<file path="src/rtl/boiler_fill_ctrl.sv">
// Fill-state controller for one boiler sprite: stacks up to four colour layers via timed pours.
// Define BOILER_UNDO_EN to enable removing the top layer with undo_pulse while selected.
module boiler_fill_ctrl #(
  parameter int POUR_TICKS = 4,
  parameter int MAX_LAYERS = 4
) (
  input  logic       CLOCK,
  input  logic       RESETN,
  input  logic       tick,
  input  logic       sel_pulse,
  input  logic       pour_req,
  input  logic [2:0] pour_colour,
  input  logic       undo_pulse,
  input  logic       confirm_pulse,
  input  logic       clear_pulse,
  output logic [2:0] colour1,
  output logic [2:0] colour2,
  output logic [2:0] colour3,
  output logic [2:0] colour4,
  output logic       selected,
  output logic       confirmed,
  output logic [2:0] level,
  output logic       busy,
  output logic       pour_done,
  output logic       pour_err
);

  typedef enum logic [1:0] {IDLE, SEL, POUR, DONE} state_t;

  localparam logic [3:0] LAST_TICK = 4'(POUR_TICKS - 1);
  localparam logic [2:0] FULL      = 3'(MAX_LAYERS);

  state_t     state;
  logic [3:0] tick_cnt;
  logic [2:0] pour_col;
  logic [2:0] layer [0:3];
  logic       undo_hit;
  logic       colour_ok;
  logic       pour_ok;

`ifdef BOILER_UNDO_EN
  logic [2:0] level_dec;
  assign undo_hit  = undo_pulse;
  assign level_dec = level - 3'd1;
`else
  logic undo_unused;
  assign undo_hit    = 1'b0;
  assign undo_unused = undo_pulse;
`endif

  // A pour is only taken from SEL when no higher-priority pulse competes in the same cycle.
  assign colour_ok = (pour_colour != 3'b000) && (pour_colour != 3'b111);
  assign pour_ok   = pour_req && colour_ok && (level < FULL) && (state == SEL) &&
                     !clear_pulse && !sel_pulse && !confirm_pulse && !undo_hit;

  assign colour1 = layer[0];
  assign colour2 = layer[1];
  assign colour3 = layer[2];
  assign colour4 = layer[3];

  always_ff @(posedge CLOCK or negedge RESETN) begin
    if (!RESETN) begin
      state     <= IDLE;
      tick_cnt  <= 4'd0;
      pour_col  <= 3'b000;
      level     <= 3'd0;
      selected  <= 1'b0;
      confirmed <= 1'b0;
      busy      <= 1'b0;
      pour_done <= 1'b0;
      pour_err  <= 1'b0;
      for (int i = 0; i < 4; i++) layer[i] <= 3'b000;
    end else begin
      pour_done <= 1'b0;
      pour_err  <= pour_req && !pour_ok;
      if (clear_pulse) begin
        state     <= IDLE;
        tick_cnt  <= 4'd0;
        level     <= 3'd0;
        selected  <= 1'b0;
        confirmed <= 1'b0;
        busy      <= 1'b0;
        for (int i = 0; i < 4; i++) layer[i] <= 3'b000;
      end else begin
        case (state)
          IDLE: begin
            if (sel_pulse) begin
              state    <= SEL;
              selected <= 1'b1;
            end
          end
          SEL: begin
            if (sel_pulse) begin
              state    <= IDLE;
              selected <= 1'b0;
            end else if (confirm_pulse && (level != 3'd0)) begin
              state     <= DONE;
              selected  <= 1'b0;
              confirmed <= 1'b1;
`ifdef BOILER_UNDO_EN
            end else if (undo_pulse && (level != 3'd0)) begin
              layer[level_dec[1:0]] <= 3'b000;
              level                 <= level_dec;
`endif
            end else if (pour_ok) begin
              state    <= POUR;
              pour_col <= pour_colour;
              tick_cnt <= 4'd0;
              busy     <= 1'b1;
            end
          end
          POUR: begin
            if (tick) begin
              if (tick_cnt == LAST_TICK) begin
                layer[level[1:0]] <= pour_col;
                level             <= level + 3'd1;
                pour_done         <= 1'b1;
                busy              <= 1'b0;
                state             <= SEL;
              end else begin
                tick_cnt <= tick_cnt + 4'd1;
              end
            end
          end
          default: ;
        endcase
      end
    end
  end

endmodule

</file>
<file path="config.mk">
export PLATFORM = sky130hd
export DESIGN_NAME = boiler_fill_ctrl
export DESIGN_NICKNAME = d
export VERILOG_FILES = /design/src/rtl/boiler_fill_ctrl.sv
export SDC_FILE = /design/constraint.sdc
export NUM_CORES = 1
export LEC_CHECK = 0
export ABC_AREA = 1
export CORE_ASPECT_RATIO = 0.75
export CORE_MARGIN = 8
export CORE_UTILIZATION = 50
export DETAILED_ROUTE_END_ITERATION = 16
export GPL_ROUTABILITY_DRIVEN = 0
export GPL_TIMING_DRIVEN = 1
export PLACE_DENSITY = 0.78
export SYNTH_ARGS = -nofsm -noshare
export SYNTH_HDL_FRONTEND = slang
export SYNTH_SLANG_ARGS = --single-unit
</file>
<file path="constraint.sdc">
create_clock -name CLOCK -period 3.45 [get_ports CLOCK]
set_input_delay 0.69 -clock CLOCK [delete_from_list [all_inputs] [get_ports CLOCK]]
set_output_delay 0.69 -clock CLOCK [all_outputs]
set_load 0.01 [all_outputs]
</file>
==> impl_metrics.py, run 1 <==
metrics = {
    "synth": {
        "ys_types": 21,
        "yosysSeqAreaShare": 0.468,
        "avgSynthCellArea_um2": 8.20,
        "netlist_area_um2": 1550,
        "netlist_instances": 189,
        "yosys_warnings": 0,
        "syn-num-nets": 205,
        "synth_seq_cells": 29,
    },
    "setup_path": {
        "arrival_ns": 2.29,
        "cp-end-kind": "flop",
        "timing_worst_setup_path_type": "in2reg",
        "cp.required_ns": 3.67,
        "critPathMaxFanout": 12,
        "startpoint_type": "primary input",
    },
    "clocking": {
        "clkLatencyLatePin_ns": 0.28,
        "root_buffer": "clkbuf_8",
        "numCtsBuffers": 5,
        "htree_levels": 2,
        "clock_sinks": 29,
        "cts_tree": "done",
        "cts.path.max_buffers": 2,
        "path_clk_slew_ns": 0.06,
        "cts_hold_buffers": 0,
        "cts_setup_buffers": 0,
        "cts_resized": 0,
    },
    "floorplan": {
        "core_area_um2": 2960,
        "die_height_um": 64.2,
        "rows": 17,
        "ioPinCount": 31,
        "die_width_um": 80.3,
        "die-area_um2": 5160,
        "start_util": 0.524,
    },
    "power_and_ir_drop": {
        "p_sw_mw": 0.266,
        "comb_power_share": 0.196,
        "power.density_nw_per_um2": 441,
        "p_int_mw": 0.599,
        "pwr-share-seq": 0.483,
        "vdd_drop_max_uv": 273,
        "swShare": 0.307,
        "p_leak_nw": 1.01,
        "clkPwrFrac": 0.321,
    },
    "route": {
        "vias_per_cell": 5.06,
        "num_vias": 1326,
        "routed_wl_um": 3410,
        "drtPass1Iterations": 4,
        "drtIter0Drc": 114,
        "route.detailed.drc": 0,
        "wl_per_cell_um": 13.0,
        "postRouteAntennaNets": 0,
    },
    "global_route": {
        "grt_pass1_wl_um": 5890,
        "grt_pass1_vias": 1309,
        "gr-total-overflow": 0,
        "track_usage": 0.146,
        "grt_max_degree": 30,
        "antenna_found_initial": 0,
    },
    "cells_and_area": {
        "syn_to_final_growth_pct": 26.4,
        "mostFrequentLayoutCells": "nand2_1 (69), dfrtp_1 (29), clkdlybuf4s50_1 (29), nand3_1 (18), nor2_1 (14)",
        "drive_above_1_share": 0.121,
        "n_antenna_cell": 0,
        "final_common_cell": "nand2_1",
        "nNetsFinal": 240,
        "nFillCells": 242,
    },
    "sta": {
        "relSlewSlack": 0.679,
        "worst_pin_slew_ns": 0.481,
        "setup_violations": 0,
        "fmax_ghz": 0.483,
        "min_period_ns": 2.07,
        "hold_violations": 0,
        "drv_slew": 0,
        "postLayoutSetupSlackWorst_ns": 1.38,
        "tns_ns": 0,
        "rsz0062_at_grt": "no",
        "clock_skew_ns": 0.00213,
        "finalCritPeriodShare": 0.600,
    },
    "place": {
        "placement.io_buffers": 29,
        "hpwlAfterDp_um": 2570,
        "post-place-ws_ns": 1.10,
    },
    "run_status": {
        "status": "finished, final reports clean",
    },
    "worst_hold_path": {
        "hold_class": "reg2reg",
    },
    "run": {
        "drv_cap": 0,
    },
}
==> through the flow <==
step / power (mW) / hold slack, ns / cells / utilization / cell area (um2)
after floorplan: 0.527 / 0.394 / 189 / - / 1550
after global placement: 0.585 / 0.455 / 255 / 0.634 / 1870
after detailed placement: 0.589 / 0.464 / 255 / 0.634 / 1870
after CTS: 0.872 / 0.478 / 262 / 0.663 / 1960
after global routing: 0.916 / 0.504 / 262 / 0.663 / 1960
final: 0.864 / 0.471 / 262 / 0.663 / 1960
==> metal layers <==
layer / global-route usage / part of all wire / vias to the layer above
li1: - / - / 671
met1: 0.184 / 0.47 / 605
met2: 0.205 / 0.43 / 43
met3: 0.0517 / 0.075 / 7
met4: 0.0950 / 0.023 / 0
met5: 0 / 0 / -
==> cell type report <==
type,count,area (um2),area share
tap,38,47.5,0.0243
inverter,15,63.8,0.0326
timing repair buffer,30,298,0.152
clock buffer,7,86.3,0.0441
multi-input combinational,143,738,0.377
sequential,29,726,0.370
==> state kept, by name (all words and copies together), names as in the netlist, 2 cells and up <==
signal	count
state	2
pour_col	3
colour2	3
colour1	3
colour3	3
tick_cnt	4
colour4	3
level	3
==> synth_stat cells (all sizes together) <==
library cell	count	area share
a32o	1	0.0065
a21oi	7	0.023
nand3	20	0.071
nand3b	2	0.0097
xnor2	1	0.0057
nor2	21	0.075
and3	1	0.0048
nand2	77	0.21
o21ai	7	0.023
inv	15	0.041
buf	2	0.015
ha	5	0.040
xor2	1	0.0057
dfrtp	29	0.47
==> cell families (layout without fill, tap and decap cells) <==
logic type	Yosys count	after routing	share of synthesized area
AND/OR/NAND/NOR	121	121	0.373
XOR/XNOR	2	2	0.0113
adder cells (fa/ha/maj)	5	5	0.0404
buffers and inverters	17	52	0.0557
flip-flops	29	29	0.468
AO/OA/AOI/OAI	15	15	0.0517
==> power groups by stage <==
stage / clock network [mW] / logic, mW / registers, mW
finish: 0.277 / 0.169 / 0.418
global route: 0.297 / 0.196 / 0.424
global placement: 0 / 0.164 / 0.422
floorplan: 0 / 0.113 / 0.414
detailed placement: 0 / 0.167 / 0.422
CTS: 0.285 / 0.170 / 0.417
==> worst paths after layout <==
check / to / start / cells past startpoint / slack, ns
hold reg to reg: colour4[0] / colour4[0] / 2 / 0.47
setup reg to reg: tick_cnt[1] / level[0] / 11 / 1.69
hold / removal: colour4[0] / colour4[0] / 2 / 0.47
setup / recovery: colour2[1] / clear_pulse / 8 / 1.38
min in group asynchronous: pour_done / RESETN / 2 / 0.79
max in group asynchronous: colour2[1] / RESETN / 2 / 2.39
==> critical path, stage by stage <==
cell             delay (ns)
clkdlybuf4s50_1        0.65
inv_8                  0.18
nand2_4                0.06
nor2_2                 0.17
nand2_2                0.10
nor2_4                 0.23
nand3_1                0.12
nand2_1                0.09
Power figures use the tool's default switching activity.
==> run 2: changes to the inputs <==
--- a/config.mk
+++ b/config.mk
@@ -8,11 +8,11 @@
 export ABC_AREA = 1
 export CORE_ASPECT_RATIO = 0.75
 export CORE_MARGIN = 8
-export CORE_UTILIZATION = 50
+export CORE_UTILIZATION = 46
 export DETAILED_ROUTE_END_ITERATION = 16
 export GPL_ROUTABILITY_DRIVEN = 0
 export GPL_TIMING_DRIVEN = 1
-export PLACE_DENSITY = 0.78
+export PLACE_DENSITY = 0.75
 export SYNTH_ARGS = -nofsm -noshare
 export SYNTH_HDL_FRONTEND = slang
 export SYNTH_SLANG_ARGS = --single-unit
==> constraint.sdc (replaced) <==
create_clock -name CLOCK -period 1.85 [get_ports CLOCK]
set_input_delay 0.37 -clock CLOCK [delete_from_list [all_inputs] [get_ports CLOCK]]
set_output_delay 0.37 -clock CLOCK [all_outputs]
set_load 0.01 [all_outputs]
==> run 2 against run 1 <==
Critical path depth grew 3; worst hold slack got worse by 0.0010 ns; final cell count increased by 1.9%; routed wire length fell by 2.2%; critical path type is now reg2reg; first-iteration DRC count shrank 20%; combinational power up 89%; clock power up 88%.
==> impl_metrics.py, run 2 (synthesis results as in run 1) <==
metrics = {
    "route": {
        "drtPass1Iterations": 4,
        "routed_wl_um": 3340,
        "vias_per_cell": 4.94,
        "num_vias": 1319,
        "postRouteAntennaNets": 0,
        "wl_per_cell_um": 12.5,
        "route.detailed.drc": 0,
        "drtIter0Drc": 91,
    },
    "sta": {
        "drv_slew": 0,
        "fmax_ghz": 0.615,
        "clock_skew_ns": 0.00160,
        "relSlewSlack": 0.758,
        "tns_ns": 0,
        "finalCritPeriodShare": 0.879,
        "worst_pin_slew_ns": 0.364,
        "setup_violations": 0,
        "rsz0062_at_grt": "no",
        "postLayoutSetupSlackWorst_ns": 0.224,
        "hold_violations": 0,
        "whs_ns": 0.470,
        "min_period_ns": 1.63,
    },
    "setup_path": {
        "timing_worst_setup_path_type": "reg2reg",
        "regToRegStartpoint": "level[1]",
        "critPathMaxFanout": 5,
        "rr_endpoint": "tick_cnt[0]",
        "startpoint_type": "flop",
        "r2r.worst_path.cells": 11,
        "cp-end-kind": "flop",
        "arrival_ns": 1.80,
        "cp.required_ns": 2.02,
        "r2r_slack_ns": 0.22,
    },
    "clocking": {
        "root_buffer": "clkbuf_8",
        "htree_levels": 2,
        "cts_hold_buffers": 0,
        "cts_tree": "done",
        "clock_sinks": 29,
        "cts.path.max_buffers": 2,
        "path_clk_slew_ns": 0.06,
        "clkLatencyLatePin_ns": 0.28,
        "cts_resized": 0,
        "cts_setup_buffers": 0,
        "numCtsBuffers": 5,
    },
    "power_and_ir_drop": {
        "p_sw_mw": 0.499,
        "p_int_mw": 1.12,
        "vdd_drop_max_uv": 596,
        "swShare": 0.308,
        "comb_power_share": 0.198,
        "clkPwrFrac": 0.322,
        "p_leak_nw": 1.02,
        "pwr-share-seq": 0.480,
        "power_mw": 1.62,
        "power.density_nw_per_um2": 815,
    },
    "cells_and_area": {
        "syn_to_final_growth_pct": 28.2,
        "final_core_util": 0.608,
        "mostFrequentLayoutCells": "nand2_1 (69), dfrtp_1 (29), clkdlybuf4s50_1 (29), nand3_1 (18), nor2_1 (14)",
        "regMostFlops": "tick_cnt",
        "largest_reg_flops": 4,
        "final_common_cell": "nand2_1",
        "stdcell_count": 267,
        "multi_input_area_um2": 741,
        "final-seq-area_um2": 726,
        "nFillCells": 289,
        "nNetsFinal": 243,
        "stdcell_area_um2": 1990,
        "n_antenna_cell": 0,
        "drive_above_1_share": 0.137,
    },
    "floorplan": {
        "rows": 18,
        "die_width_um": 83.0,
        "die-area_um2": 5500,
        "die_height_um": 66.3,
        "ioPinCount": 31,
        "core_area_um2": 3270,
        "start_util": 0.475,
    },
    "place": {
        "placed_cells": 260,
        "hpwlAfterDp_um": 2530,
        "post_dp_cell_area_um2": 1900,
        "post-place-ws_ns": -0.000839,
        "placement.io_buffers": 29,
    },
    "run_status": {
        "status": "finished, final reports clean",
    },
    "worst_hold_path": {
        "hold_class": "in2async",
    },
    "global_route": {
        "antenna_found_initial": 0,
        "grt_pass1_vias": 1259,
        "grt_pass1_wl_um": 5800,
        "grt_max_degree": 30,
        "track_usage": 0.131,
        "gr-total-overflow": 0,
    },
    "run": {
        "drv_cap": 0,
    },
}
## run 2: cell count changes in the layout (fill, tap and decap cells not counted)
cell	previous run	this run
ha_1	5	4
buf_4	1	4
ha_2	0	1
## run 2: critical path, stage by stage, from the launching register on
cell and delay [ns]:
dfrtp_1 0.42, inv_1 0.12, ha_2 0.23, nand2_1 0.06
nand2_1 0.09, inv_1 0.08, nand2_1 0.07, nand2_1 0.08
nor2_4 0.17, nand2_4 0.08, nand2_1 0.06, nand2_1 0.04
## run 2: power groups by stage
stage	combinational, mW	sequential [mW]	clock [mW]
after floorplan	0.210	0.772	0
after global placement	0.315	0.787	0
after detailed placement	0.321	0.786	0
after CTS	0.323	0.776	0.537
after global routing	0.367	0.788	0.569
final	0.320	0.778	0.522
## run 2: how the worst max path moves through the flow
stage	start	endpoint	slack [ns]
2_1_floorplan	level[0]	tick_cnt[2]	0.36
3_3_place_gp	clear_pulse	colour4[0]	0.03
3_5_place_dp	clear_pulse	colour4[0]	-0.0008
4_1_cts	level[1]	tick_cnt[0]	0.18
5_1_grt	level[0]	tick_cnt[0]	0.04
6_report	level[1]	tick_cnt[0]	0.22
## run 2: metal layers
| layer | vias to the layer above | track usage | wire [um] |
|---|---|---|---|
| li1 | 675 | - | - |
| met2 | 42 | 0.171 | 1250 |
| met3 | 5 | 0.0554 | 294 |
| met4 | 0 | 0.0655 | 57 |
| met1 | 597 | 0.177 | 1740 |
| met5 | - | 0 | 0 |
## run 2: cell type report
type,instances,area share
clock buffer,7,0.0435
tap,40,0.0252
multi-input combinational,143,0.373
inverter,15,0.0321
sequential,29,0.365
timing repair buffer,33,0.161
